`src/rtl/alu_share_arbiter.sv`:
```
// Two requesters share one multi-cycle ALU, with one operation in flight at a time.
// Each operation takes an accept cycle, LAT issue cycles and a response cycle; the response is held until it is consumed.
module alu_share_arbiter #(
  parameter int W   = 32,
  parameter int LAT = 1
) (
  input  logic         clk,
  input  logic         rst_n,
  input  logic         req0_valid,
  output logic         req0_ready,
  input  logic [W-1:0] req0_a,
  input  logic [W-1:0] req0_b,
  input  logic         req0_cin,
  input  logic [2:0]   req0_op,
  input  logic         req1_valid,
  output logic         req1_ready,
  input  logic [W-1:0] req1_a,
  input  logic [W-1:0] req1_b,
  input  logic         req1_cin,
  input  logic [2:0]   req1_op,
  output logic [W-1:0] alu_a,
  output logic [W-1:0] alu_b,
  output logic         alu_cin,
  output logic [2:0]   alu_op,
  input  logic [W:0]   alu_r,
  output logic         rsp_valid,
  input  logic         rsp_ready,
  output logic         rsp_id,
  output logic [W:0]   rsp_r,
  output logic         rsp_zero,
  output logic         rsp_ovf,
  output logic         rsp_err,
  output logic         busy
);

  localparam logic [1:0] S_IDLE  = 2'b00;
  localparam logic [1:0] S_ISSUE = 2'b01;
  localparam logic [1:0] S_RESP  = 2'b10;
  localparam logic [2:0] OP_ILLEGAL = 3'b111;
  localparam logic [2:0] LAT_CNT = 3'(LAT);

  logic [1:0]   r_state;
  logic         r_last_grant;
  logic [2:0]   r_cnt;
  logic [W-1:0] r_a;
  logic [W-1:0] r_b;
  logic         r_cin;
  logic [2:0]   r_op;
  logic         r_id;
  logic [W:0]   r_rsp_r;
  logic         r_zero;
  logic         r_ovf;
  logic         r_err;

  logic         w_any_vld;
  logic         w_gnt;
  logic         w_acc;
  logic [W-1:0] w_a;
  logic [W-1:0] w_b;
  logic         w_cin;
  logic [2:0]   w_op;
  logic         w_ovf;

  // On contention the requester that did not win last time gets the grant.
  assign w_any_vld = req0_valid | req1_valid;
  assign w_gnt     = (req0_valid & req1_valid) ? ~r_last_grant : req1_valid;
  assign w_acc     = (r_state == S_IDLE) & w_any_vld;

  assign w_a   = w_gnt ? req1_a   : req0_a;
  assign w_b   = w_gnt ? req1_b   : req0_b;
  assign w_cin = w_gnt ? req1_cin : req0_cin;
  assign w_op  = w_gnt ? req1_op  : req0_op;

  // Readies are forced low while reset is held so nothing looks accepted.
  assign req0_ready = rst_n & w_acc & ~w_gnt;
  assign req1_ready = rst_n & w_acc &  w_gnt;

  assign w_ovf = (alu_r[W-1] & ~r_a[W-1] & ~r_b[W-1]) |
                 (~alu_r[W-1] & r_a[W-1] & r_b[W-1]);

  // The operand registers drive the ALU directly, so an illegal op must not load them.
  assign alu_a   = r_a;
  assign alu_b   = r_b;
  assign alu_cin = r_cin;
  assign alu_op  = r_op;

  assign rsp_valid = (r_state == S_RESP);
  assign rsp_id    = r_id;
  assign rsp_r     = r_rsp_r;
  assign rsp_zero  = r_zero;
  assign rsp_ovf   = r_ovf;
  assign rsp_err   = r_err;
  assign busy      = (r_state != S_IDLE);

  always_ff @(posedge clk or negedge rst_n) begin
    if (!rst_n) begin
      r_state      <= S_IDLE;
      r_last_grant <= 1'b1;
      r_cnt        <= '0;
      r_a          <= '0;
      r_b          <= '0;
      r_cin        <= 1'b0;
      r_op         <= '0;
      r_id         <= 1'b0;
      r_rsp_r      <= '0;
      r_zero       <= 1'b0;
      r_ovf        <= 1'b0;
      r_err        <= 1'b0;
    end else begin
      case (r_state)
        S_IDLE: begin
          if (w_acc) begin
            r_last_grant <= w_gnt;
            r_id         <= w_gnt;
            if (w_op == OP_ILLEGAL) begin
              r_rsp_r <= '0;
              r_zero  <= 1'b0;
              r_ovf   <= 1'b0;
              r_err   <= 1'b1;
              r_state <= S_RESP;
            end else begin
              r_a     <= w_a;
              r_b     <= w_b;
              r_cin   <= w_cin;
              r_op    <= w_op;
              r_cnt   <= LAT_CNT;
              r_state <= S_ISSUE;
            end
          end
        end
        S_ISSUE: begin
          r_cnt <= r_cnt - 3'd1;
          if (r_cnt == 3'd1) begin
            r_rsp_r <= alu_r;
            r_zero  <= (alu_r == '0);
            r_ovf   <= w_ovf;
            r_err   <= 1'b0;
            r_state <= S_RESP;
          end
        end
        S_RESP: begin
          if (rsp_ready) begin
            r_state <= S_IDLE;
          end
        end
        default: begin
          r_cnt   <= '0;
          r_state <= S_IDLE;
        end
      endcase
    end
  end

endmodule
```
`config.mk`:
```
export PLATFORM = sky130hd
export DESIGN_NAME = alu_share_arbiter
export DESIGN_NICKNAME = d
export VERILOG_FILES = /design/src/rtl/alu_share_arbiter.sv
export SDC_FILE = /design/constraint.sdc
export NUM_CORES = 1
export LEC_CHECK = 0
export BUFFER_PORTS_ARGS = -buffer_cell sky130_fd_sc_hd__buf_2
export CAP_MARGIN = 10
export CORE_MARGIN = 2
export CORE_UTILIZATION = 45
export DETAILED_ROUTE_END_ITERATION = 8
export PLACE_DENSITY = 0.9
export SLEW_MARGIN = 20
export SYNTH_ARGS = -nofsm -noshare
export SYNTH_HDL_FRONTEND = slang
export SYNTH_SLANG_ARGS = --single-unit
```
`constraint.sdc`:
```
create_clock -name clk -period 2.2 [get_ports clk]
set_input_delay 0.33 -clock clk [delete_from_list [all_inputs] [get_ports clk]]
set_output_delay 0.33 -clock clk [all_outputs]
set_load 0.02 [all_outputs]
```
==> results of run 1 <==
==> how the worst min path moves through the flow <==
stage,cells past startpoint,end,slack (ns),start
floorplan,0,alu_a[0],0.03,rst_n
global placement,1,alu_a[30],0.46,alu_a[30]
detailed placement,1,alu_a[27],0.48,alu_a[27]
CTS,2,r_cnt[0],0.16,rst_n
global route,2,r_state[1],0.18,rsp_ready
finish,2,alu_op[2],0.14,rst_n
==> cell type report <==
class,count,area [sq um]
clock buffers,14,284
clock inverters,2,13.8
fillers,832,3960
inverters,6,22.5
multi-input cells,221,2190
flip-flops and latches,111,2780
well taps,140,175
repair buffers,290,1510
==> per-layer routing <==
| layer | track usage | wire length, microns |
|---|---|---|
| met1 | 0.234 | 5020 |
| met5 | 0 | 0 |
| met4 | 0.0700 | 346 |
| met2 | 0.389 | 6820 |
| met3 | 0.0554 | 854 |
==> metrics by stage <==
step	instance area, sq um	hold WS [ns]	setup WS, ns	utilization
2_1_floorplan	5090	0.0344	0.339	-
3_3_place_gp	6680	0.464	0.359	0.610
3_5_place_dp	6680	0.477	0.278	0.610
4_1_cts	6970	0.156	0.132	0.638
5_1_grt	6970	0.179	0.0692	0.638
6_report	6970	0.142	0.169	0.638
==> flip-flops by register name, summed over array words and instances, names as in the netlist <==
register and flops:
r_state 2, rsp_r 33, r_cnt 3, alu_a 32
rsp_zero 1, alu_cin 1, rsp_ovf 1, rsp_id 1
rsp_err 1, alu_b 32, alu_op 3, r_last_grant 1
==> cell families after synthesis <==
| group | after synthesis |
|---|---|
| and+or+nand+nor | 31 |
| buffers and inverters | 28 |
| xor gates and xnor gates | 1 |
| adders and majority gates | 2 |
| AOI/OAI and AO/OA | 50 |
| DFF | 111 |
| muxes | 137 |
==> Yosys cell counts <==
cell type / number
mux2_2: 126
dfrtp_1: 110
a22o_1: 34
clkbuf_1: 10
nor2_1: 8
mux2_1: 7
nor4_1: 7
buf_2: 6
inv_1: 6
buf_4: 4
nor3_1: 4
a21oi_1: 3
mux2i_1: 3
a2bb2oi_1: 2
and3_1: 2
buf_6: 2
ha_1: 2
nand2b_1: 2
nand3_1: 2
o32ai_1: 2
a211oi_1: 1
a21boi_1: 1
a31o_2: 1
a31oi_1: 1
and4_1: 1
dfstp_2: 1
mux2i_4: 1
nand2_1: 1
nand3b_1: 1
nand4_1: 1
nor2_4: 1
nor3b_1: 1
o21ai_0: 1
o21ai_2: 1
o21bai_1: 1
o2bb2ai_1: 1
o31ai_1: 1
xnor2_1: 1
==> power by group <==
group          internal [uW]  switching, uW
combinational           2070           2620
clock                    894            696
sequential              2980            498
total                   5950           3820
==> results.cfg, run 1 <==
[global_routing]
grt_max_degree = 72
grt_pass1_vias = 4346
grt_pass1_wl_mm = 21.1
grt_overflow_total = 0
antenna_found_initial = 1
track_usage = 0.211

[cells_and_area]
drive_gt1_frac = 0.680
n_antenna_cell = 0
final_cells = 784
nets = 815
final_cell_mix = buf_2 (281), mux2_2 (126), dfrtp_1 (110)
final_common_cell = buf_2
area_delta_synth_final_pct = 36.9

[sta]
worstMarginPinSlew_ns = 0.747
rsz0062_at_grt = no
relSlewSlack = 0.502
clock_skew_ns = 0.00824
min_period_ns = 2.03
hold_viol = 0
fmax_mhz = 492
final.setup.tns_ns = 0
fin_crit_sh = 0.923
finalSetupViolations = 0
slew_viol_final = 0

[cts]
cts.sinks = 111
cts_buffer_depth = 2
ctsHoldBuffers = 0
numCtsBuffers = 9
htree_levels = 3
postCtsSetupRepairBufs = 0
clk_pin_slew_ns = 0.07
cts_tree = done
clock_latency_ns = 0.34
cts-root-buf = clkbuf_16
cts_resized = 0

[place]
gp_congestion = 0.798
dp_hpwl_mm = 9.94
dp_cells = 768
port_buffers = 282

[worst_setup_path]
slowest_stage = dfstp_2
critPathMaxStageDelay_ns = 0.39
cp_max_fo = 71
worstSetupPathType = flop to output port
path_cells = a21boi_4 -> buf_12 -> and3_1 -> buf_2
required_ns = 1.87
crit_path_start = r_last_grant
r2r_cells = 5
critPathLaunchType = flop
rrSetupSlack_ns = 0.28
r2r_start = r_state[1]
r2r_end = alu_b[13]
endpoint = req1_ready
worst-path-stages = 4
end_kind = output port
worst-endpoint-arrival_ns = 1.70
cp_top_family = buffers and inverters
worst-path-buf-inv = 2

[yosys]
synthMuxAreaShare = 0.304
yosysTopAreaCellShare = 0.540
ys_ff_latch = 111
synth.avg_cell_area_sq_um = 14.2
synth_compound_area_frac = 0.0815
synth_top_area_cell = dfrtp_1
synth_fa_ha_area_frac = 0.00491
syn-num-nets = 536
synth_top_family_by_area = multiplexers
netlist_area_sq_mm = 0.00509
ys_warn_count = 0
yosys.area_share.xor_xnor = 0.00172
synthCells = 360
yosysSeqAreaShare = 0.545
synthTopCellsByArea = dfrtp_1 (54%), mux2_2 (28%), a22o_1 (5.8%), mux2_1 (1.5%), nor4_1 (0.86%)
yosys.area_share.simple = 0.0341
synth_cell_type_count = 38

[floorplanning]
die_area_sq_mm = 0.0122
rows = 38
start_util = 0.466
die_w_microns = 110
fp.dieH_microns = 110
core_area_sq_mm = 0.0109
io_pins = 283

[run_status]
status = finished clean

[power_and_ir_drop]
total_power_uw = 9770
p_per_area_mw_per_mm2 = 1400
leakage_uw = 0.00349
ir_drop_mv = 0.714

[route]
drt_wl_total_mm = 13.0
first_pass_iters = 4
drtIter0Drc = 165
vias = 4066
drc = 0
via_per_inst = 5.19
final_antenna_net_count = 0
routedWlPerCell_microns = 16.6

[worst_hold_path]
hold_class = primary input to asynchronous set/reset pin

[flow_run]
timing.max_cap.violations = 0
Power figures use the tool's default switching activity.
==> run 2: changes to the inputs <==
--- a/config.mk
+++ b/config.mk
@@ -5,12 +5,15 @@
 export SDC_FILE = /design/constraint.sdc
 export NUM_CORES = 1
 export LEC_CHECK = 0
+export ABC_AREA = 1
+export ABC_CLOCK_PERIOD_IN_PS = 2200
 export BUFFER_PORTS_ARGS = -buffer_cell sky130_fd_sc_hd__buf_2
 export CAP_MARGIN = 10
+export CORE_ASPECT_RATIO = 1.4
 export CORE_MARGIN = 2
 export CORE_UTILIZATION = 45
 export DETAILED_ROUTE_END_ITERATION = 8
-export PLACE_DENSITY = 0.9
+export PLACE_DENSITY = 0.89
 export SLEW_MARGIN = 20
 export SYNTH_ARGS = -nofsm -noshare
 export SYNTH_HDL_FRONTEND = slang
==> results.cfg, run 2 <==
[route]
vias = 5428
via_per_inst = 4.66
final_antenna_net_count = 0
drc = 0
drtIter0Drc = 254
drt_wl_total_mm = 15.4
routedWlPerCell_microns = 13.2
first_pass_iters = 4

[cts]
numCtsBuffers = 9
cts-root-buf = clkbuf_16
ctsHoldBuffers = 0
cts.sinks = 111
cts_tree = done
clock_latency_ns = 0.34
cts_buffer_depth = 2
clk_pin_slew_ns = 0.08
cts_resized = 0
htree_levels = 3
postCtsSetupRepairBufs = 0

[cells_and_area]
drive_gt1_frac = 0.321
final_cell_mix = nand2_1 (451), buf_2 (281), dfrtp_1 (110)
largest_reg_flops = 33
n_antenna_cell = 0
nets = 1189
area_delta_synth_final_pct = 34.1
finalInstanceArea_sq_mm = 0.00717
final_common_cell = nand2_1

[place]
dp_hpwl_mm = 11.5
port_buffers = 282
place_ws_ns = 0.372
gp_congestion = 0.850
dpl_cell_area_sq_mm = 0.00687

[worst_setup_path]
worstSetupPathType = flop to output port
critPathMaxStageDelay_ns = 0.54
rrSetupSlack_ns = 0.36
worst-endpoint-arrival_ns = 1.71
crit_path_frequent_cell = nand2_2
critPathLaunchType = flop
cp_top_family = flip-flops
required_ns = 1.87
path_cells = nand2_2 -> nand2_2 -> buf_4 -> inv_2 -> nor2_1 -> buf_2
end_kind = output port
cp_max_fo = 27
slowest_stage = dfstp_2
worst-path-buf-inv = 3

[global_routing]
antenna_found_initial = 1
grt_max_degree = 112
track_usage = 0.243
grt_pass1_vias = 5221
grt_overflow_total = 0
grt_pass1_wl_mm = 24.4

[sta]
setup_slack_ns = 0.158
hold_viol = 0
clock_skew_ns = 0.00805
worstMarginPinSlew_ns = 0.588
relSlewSlack = 0.608
fmax_mhz = 490
rsz0062_at_grt = no
finalSetupViolations = 0
slew_viol_final = 0
final.setup.tns_ns = 0
min_period_ns = 2.04
fin_crit_sh = 0.928

[yosys]
ys_ff_latch = 111
synth_edf_count = 0
synth_top_area_cell = dfrtp_1
synth.most_common_cell = nand2_1
synthTopCellsByArea = dfrtp_1 (51%), nand2_1 (32%), inv_1 (3.4%), o21ai_0 (3.0%), buf_2 (1.8%)
netlist_area_sq_mm = 0.00535
yosysSeqAreaShare = 0.520
syn-num-nets = 919
synth_common_cells = nand2_1 (451), dfrtp_1 (110), inv_1 (49)
synth.avg_cell_area_sq_um = 7.19
synthCells = 743
async_reset_ff_frac = 1.00
ys.flop_type = dfrtp_1
synth_cell_type_count = 22
yosysTopAreaCellShare = 0.515
ys_warn_count = 0

[floorplanning]
start_util = 0.457
rows = 47
core_area_sq_mm = 0.0117
die_area_sq_mm = 0.0128
die_w_microns = 96.1
io_pins = 283
fp.dieH_microns = 133

[worst_hold_path]
hold_class = primary input to asynchronous set/reset pin

[power_and_ir_drop]
ir_drop_mv = 0.637
total_power_uw = 9540
p_per_area_mw_per_mm2 = 1330
leakage_uw = 0.00448

[run_status]
status = finished clean

[flow_run]
timing.max_cap.violations = 0
-- run 2: routing by layer --
layer / routed length (microns) / global-route usage / share of wire / up-vias
li1: - / - / - / 2766
met1: 5950 / 0.301 / 0.39 / 2416
met2: 7860 / 0.409 / 0.51 / 214
met3: 1150 / 0.0547 / 0.075 / 30
met4: 381 / 0.0857 / 0.025 / 2
met5: 13 / 0 / 0.00085 / -
-- run 2: layout make-up --
| cell class | instances | area [sq um] |
|---|---|---|
| fillers | 1097 | 4530 |
| flip-flops and latches | 111 | 2780 |
| multi-input cells | 546 | 2190 |
| repair buffers | 294 | 1530 |
| clock buffers | 9 | 225 |
| inverters | 51 | 191 |
| well taps | 147 | 184 |
| clock inverters | 7 | 71.3 |
-- run 2: final timing paths --
kind                              startpoint  depth (start not counted)    endpoint
max in group asynchronous              rst_n                          2   rsp_r[14]
worst max-delay path            r_last_grant                          6  req0_ready
worst min-delay path                   rst_n                          2   alu_a[15]
worst max register to register  r_last_grant                          8  r_state[0]
worst min register to register     alu_b[11]                          2   alu_b[11]
min in group clk                   rsp_ready                          2  r_state[1]
-- run 2: power by group --
part | leakage [uW] | internal [uW] | switching (uW) | total (uW)
registers | 0.00141 | 2920 | 472 | 3390
clock network | 0.000150 | 888 | 741 | 1630
logic | 0.00292 | 1440 | 3080 | 4520
-- run 2: kinds of logic (layout without fill, tap and decap cells) --
group / Yosys count / count (layout) / synth area share
AOI/OAI and AO/OA: 46 / 46 / 0.0452
adders and majority gates: 2 / 2 / 0.00468
buffers and inverters: 86 / 361 / 0.0705
and+or+nand+nor: 498 / 498 / 0.360
DFF: 111 / 111 / 0.520
-- run 2: through the flow --
| stage | utilization | hold slack [ns] | cells |
|---|---|---|---|
| 6_report | 0.613 | 0.0816 | 1165 |
| 5_1_grt | 0.613 | 0.115 | 1165 |
| 4_1_cts | 0.613 | 0.123 | 1165 |
| 3_5_place_dp | 0.587 | 0.460 | 1149 |
| 3_3_place_gp | 0.587 | 0.454 | 1149 |
| 2_1_floorplan | - | 0.0344 | 743 |
